**config.mk**
```make
export PLATFORM = sky130hd
export DESIGN_NAME = pc_debug_rx_flat
export DESIGN_NICKNAME = d
export VERILOG_FILES = /design/src/rtl/pc_debug_rx_if.sv /design/src/rtl/pc_debug_rx.sv /design/src/flat_wrapper.sv
export SDC_FILE = /design/constraint.sdc
export NUM_CORES = 1
export LEC_CHECK = 0
export BUFFER_PORTS_ARGS = -buffer_cell sky130_fd_sc_hd__buf_2
export CAP_MARGIN = 10
export CORE_MARGIN = 3
export CORE_UTILIZATION = 45
export DETAILED_ROUTE_END_ITERATION = 10
export GPL_TIMING_DRIVEN = 1
export SLEW_MARGIN = 20
export SYNTH_ARGS = -nofsm -noshare
export SYNTH_HDL_FRONTEND = slang
export SYNTH_SLANG_ARGS = --single-unit
```
**constraint.sdc**
```tcl
create_clock -name clk -period 4.29 [get_ports clk]
set_input_delay 0.858 -clock clk [delete_from_list [all_inputs] [get_ports clk]]
set_output_delay 0.858 -clock clk [all_outputs]
set_load 0.03 [all_outputs]
```
**src/rtl/pc_debug_rx_if.sv**
```systemverilog
// Decoded-PC stream port: the receiver drives valid/data, the consumer drives ready.
interface pc_debug_rx_if #(
  parameter int PC_W = 19
);
  logic            pc_valid;
  logic            pc_ready;
  logic [PC_W-1:0] pc_data;

  modport master (output pc_valid, output pc_data, input pc_ready);
  modport slave  (input pc_valid, input pc_data, output pc_ready);
endinterface

```
**src/rtl/pc_debug_rx.sv**
```systemverilog
// Serial PC debug line receiver: start-bit hunt, chained MSB-first frame
// deserialization and a small decoded-PC FIFO drained by valid/ready.
module pc_debug_rx #(
  parameter int PC_W       = 19,
  parameter int FIFO_DEPTH = 4,
  parameter int CNT_W      = 16
) (
  input  logic              clk,
  input  logic              rst_n,
  input  logic              pc_serial_in,
  input  logic              stop_req,
  input  logic              clr,
  pc_debug_rx_if.master     pc_if,
  output logic [PC_W-1:0]   last_pc,
  output logic [CNT_W-1:0]  frame_cnt,
  output logic              overflow,
  output logic              busy
);
  localparam int AW = $clog2(FIFO_DEPTH);
  localparam int BW = $clog2(PC_W);

  typedef enum logic {HUNT = 1'b0, RECV = 1'b1} state_t;

  state_t            state_reg, state_next;
  logic [BW-1:0]     bit_cnt_reg;
  logic [PC_W-2:0]   shift_reg;
  logic              stop_flag_reg;
  logic [PC_W-1:0]   mem [FIFO_DEPTH];
  logic [AW:0]       wr_ptr_reg, rd_ptr_reg;

  logic              frame_done;
  logic              stream_end;
  logic [PC_W-1:0]   frame_word;
  logic              fifo_empty, fifo_full;
  logic              push, pop;

  assign frame_done = (state_reg == RECV) && (bit_cnt_reg == BW'(PC_W-1));
  assign frame_word = {shift_reg, pc_serial_in};
  // A stop request on the LSB cycle itself still ends the stream.
  assign stream_end = frame_done & (stop_flag_reg | stop_req);

  assign fifo_empty = (wr_ptr_reg == rd_ptr_reg);
  assign fifo_full  = (wr_ptr_reg[AW] != rd_ptr_reg[AW]) &&
                      (wr_ptr_reg[AW-1:0] == rd_ptr_reg[AW-1:0]);
  assign pop        = ~fifo_empty & pc_if.pc_ready;
  assign push       = frame_done & (~fifo_full | pop);

  assign pc_if.pc_valid = ~fifo_empty;
  assign pc_if.pc_data  = fifo_empty ? '0 : mem[rd_ptr_reg[AW-1:0]];
  assign busy           = (state_reg == RECV);

  always_comb begin
    state_next = state_reg;
    case (state_reg)
      HUNT: if (pc_serial_in) state_next = RECV;
      RECV: if (stream_end)   state_next = HUNT;
      default: state_next = HUNT;
    endcase
  end

  always_ff @(posedge clk or negedge rst_n) begin
    if (!rst_n) begin
      state_reg <= HUNT;
    end else if (clr) begin
      state_reg <= HUNT;
    end else begin
      state_reg <= state_next;
    end
  end

  always_ff @(posedge clk or negedge rst_n) begin
    if (!rst_n) begin
      bit_cnt_reg   <= '0;
      shift_reg     <= '0;
      stop_flag_reg <= 1'b0;
      last_pc       <= '0;
      frame_cnt     <= '0;
      overflow      <= 1'b0;
      wr_ptr_reg    <= '0;
      rd_ptr_reg    <= '0;
    end else if (clr) begin
      bit_cnt_reg   <= '0;
      shift_reg     <= '0;
      stop_flag_reg <= 1'b0;
      last_pc       <= '0;
      frame_cnt     <= '0;
      overflow      <= 1'b0;
      wr_ptr_reg    <= '0;
      rd_ptr_reg    <= '0;
    end else begin
      if (state_reg == HUNT) begin
        if (pc_serial_in) begin
          bit_cnt_reg   <= '0;
          stop_flag_reg <= 1'b0;
        end
      end else begin
        shift_reg <= frame_word[PC_W-2:0];
        if (frame_done) begin
          bit_cnt_reg   <= '0;
          stop_flag_reg <= 1'b0;
          last_pc       <= frame_word;
          frame_cnt     <= frame_cnt + CNT_W'(1);
          if (!push) overflow <= 1'b1;
        end else begin
          bit_cnt_reg <= bit_cnt_reg + BW'(1);
          if (stop_req) stop_flag_reg <= 1'b1;
        end
      end
      if (push) wr_ptr_reg <= wr_ptr_reg + (AW+1)'(1);
      if (pop)  rd_ptr_reg <= rd_ptr_reg + (AW+1)'(1);
    end
  end

  // Storage needs no reset: the head is masked to zero whenever the FIFO is empty.
  always_ff @(posedge clk) begin
    if (push) mem[wr_ptr_reg[AW-1:0]] <= frame_word;
  end
endmodule

```
**src/flat_wrapper.sv**
```systemverilog
// flat-port wrapper written by rule: the top's interface ports become plain ports
module pc_debug_rx_flat 
#(
  parameter int PC_W       = 19,
  parameter int FIFO_DEPTH = 4,
  parameter int CNT_W      = 16
)
  (clk, rst_n, pc_serial_in, stop_req, clr, last_pc, frame_cnt, overflow, busy, pc_if_pc_valid, pc_if_pc_data, pc_if_pc_ready);
  pc_debug_rx_if #(.PC_W(PC_W)) pc_if_i ();
  input  logic clk;
  input  logic rst_n;
  input  logic pc_serial_in;
  input  logic stop_req;
  input  logic clr;
  output logic [PC_W-1:0] last_pc;
  output logic [CNT_W-1:0] frame_cnt;
  output logic overflow;
  output logic busy;
  output wire logic [$bits(pc_if_i.pc_valid)-1:0] pc_if_pc_valid;
  output wire logic [$bits(pc_if_i.pc_data)-1:0] pc_if_pc_data;
  input wire logic [$bits(pc_if_i.pc_ready)-1:0] pc_if_pc_ready;
  assign pc_if_pc_valid = pc_if_i.pc_valid;
  assign pc_if_pc_data = pc_if_i.pc_data;
  assign pc_if_i.pc_ready = pc_if_pc_ready;
  pc_debug_rx #(.PC_W(PC_W), .FIFO_DEPTH(FIFO_DEPTH), .CNT_W(CNT_W)) u_core (.clk(clk), .rst_n(rst_n), .pc_serial_in(pc_serial_in), .stop_req(stop_req), .clr(clr), .pc_if(pc_if_i), .last_pc(last_pc), .frame_cnt(frame_cnt), .overflow(overflow), .busy(busy));
endmodule
```
==> out/metrics.cfg <==
[sta]
min_period_ns = 3.15
tightestPinTransition_ns = 1.02
drv_slew = 0
rsz0062_at_grt = false
tns_ns = 0
fmax_ghz = 0.317
setup_viol = 0
slew_headroom_pct = 31.8
fin_crit_sh_pct = 73.4
hold_violations = 0
fin_skew_ns = 0.00687

[critical_path]
path_cells = buf_4 > mux4_2 > nor2b_1 > buf_2
rr_worst_depth = 8
worst_r2r_endpoint = u_core.wr_ptr_reg[2]
crit_arrival_ns = 2.29
cp-start-kind = register
crit_family = flip-flops
crit_type = reg2out
max_stage_delay_ns = 0.63
worstPathMaxFanout = 14
cpMaxStageDelayCell = dfrtp_1
worst-path-buf-inv = 2
endpoint_kind = output port
worstPathRequired_ns = 3.43
rrSetupSlack_ns = 1.49
regToRegStartpoint = u_core.bit_cnt_reg[0]

[final_layout]
final_cells = 686
regArea_sq_um = 3960
antenna-diode-count = 0
fillCellCount = 1073
drive_above_1_share_pct = 24.5
nNetsFinal = 515
largest_reg_flops = 76
fin_util_pct = 55.4
syn_to_final_growth_pct = 18.5
multi_input_area_sq_um = 1890
design_area_sq_um = 7070

[synthesis]
syn_inst = 432
yosysTopAreaCellShare_pct = 38.2
synth_area_leaders = edfxtp_1 (38%), dfrtp_1 (28%), mux4_2 (7.2%)
synth_edf_count = 76
yosysMostFrequentCell = edfxtp_1
ys.flop_type = edfxtp_1
ys_warn_count = 0
yosysSeqAreaShare_pct = 66.3
netlist_area_sq_um = 5970
avgSynthCellArea_sq_um = 13.8
synthDistinctLibCells = 43
synth_top_cell_by_area = edfxtp_1
synth_fp_nets = 446
synth_async_sr_flop_share_pct = 46.9
synth_seq_cells = 143
synth_common_cells = edfxtp_1 (76), dfrtp_1 (67), nand2_1 (46)

[floorplan]
io_pins = 63
die_w_um = 121
coreArea_sq_um = 12800
die_h_um = 121
initial_core_util_pct = 46.7
num_rows = 41
dieArea_sq_um = 14700

[grt]
first_global_vias = 3561
track_usage_pct = 17.4
antenna_found_initial = 0
grt_pass1_wl_mm = 19.3
overflow = 0
grt_start_max_net_pins = 45

[route]
drc = 0
via_per_inst = 5.23
dr.pass1.iters = 4
wl_mm = 11.8
drtAntennaViolNets = 0
via_count = 3588
wl_per_cell_um = 17.3
drtIter0Drc = 212

[clock_tree]
ctsHoldBuffers = 0
clk_pin_slew_ns = 0.05
htree_levels = 4
clkSinkCount = 143
cts_resized = 0
cts_root_buffer = clkbuf_16
cts_tree = built
cts_buffer_depth = 2
clk_latency_ns = 0.41
postCtsSetupBuffers = 0
numCtsBuffers = 17

[power]
powerDensity_nw_per_um2 = 421
p_leak_uw = 0.00289
ir_drop_v = 0.000224
total_power_uw = 2980

[hold_path]
min_path_type = in2async

[job]
cap_violations = 0

[run_status]
outcome = completed

[place]
dp_hpwl_mm = 7.65
place_area_sq_um = 6480
place_congestion = 0.769
io_buffers = 62
dp_cells = 654

how the worst max path moves through the flow:
stage                                      from              endpoint  slack, ns  cells after the start
after global placement    u_core.bit_cnt_reg[0]  u_core.wr_ptr_reg[2]       1.53                      8
after floorplan           u_core.bit_cnt_reg[0]  u_core.wr_ptr_reg[2]       1.77                      7
after global routing       u_core.rd_ptr_reg[0]      pc_if_pc_data[1]       0.95                      4
after detailed placement  u_core.bit_cnt_reg[0]  u_core.wr_ptr_reg[2]       1.44                      8
final                      u_core.rd_ptr_reg[0]     pc_if_pc_data[13]       1.14                      4
after CTS                  u_core.rd_ptr_reg[0]     pc_if_pc_data[13]       1.06                      4
stage by stage:
step / hold slack, ns / setup slack (ns)
after floorplan: 0.457 / 1.77
after global placement: 0.478 / 1.53
after detailed placement: 0.494 / 1.44
after CTS: 0.433 / 1.06
after global routing: 0.455 / 0.950
final: 0.433 / 1.14
worst reg2reg max path, cell delays in order (launching register included):
cell      delay, ns
dfrtp_1        0.39
inv_1          0.10
ha_1           0.17
nor4bb_1       0.22
buf_4          0.21
nand2_1        0.18
nor3b_2        0.68
buf_4          0.36
mux2_2         0.37
layer usage:
layer	wire, um	vias to the layer above	global-route usage [%]
li1	-	1694	-
met3	571	8	5.03
met5	0	-	0
met2	5840	79	27.3
met4	83	0	5.46
met1	5350	1807	23.7
cells in the final DEF (no fill, tap or decap), types with 3 or more instances in the layout:
cell,count
a21oi_1,30
and2_1,4
and3_1,3
buf_2,62
buf_4,10
bufinv_16,4
clkbuf_1,7
clkbuf_16,17
clkinv_2,3
dfrtp_1,67
edfxtp_1,76
ha_1,8
inv_1,8
mux2i_1,20
mux4_2,19
nand2_1,46
nand3_1,5
nand4_1,7
nor2_1,42
nor2b_1,20
nor3_1,3
o21ai_0,5
xnor2_1,5
xor2_1,11
kinds of logic after synthesis:
| logic type | count (synthesis) | synth area share [%] |
|---|---|---|
| fa+ha+maj | 8 | 1.68 |
| flops | 143 | 66.3 |
| compound gates | 43 | 3.96 |
| xor+xnor | 16 | 2.35 |
| buf+inv | 30 | 2.01 |
| mux | 41 | 10.9 |
| simple gates | 151 | 12.7 |
power breakdown:
part	internal, uW	switching [uW]
Sequential	1440	3.75
Clock	968	510
Combinational	13.3	40.9
Total	2420	555
layout make-up:
| class | count | share of cell area [%] |
|---|---|---|
| flip-flops and latches | 143 | 56.0 |
| inverters | 8 | 0.425 |
| repair buffers | 72 | 5.45 |
| well taps | 172 | 3.04 |
| clock inverters | 8 | 1.96 |
| multi-input cells | 259 | 26.8 |
| clock buffers | 24 | 6.39 |
(Power assumes the default switching activity.)
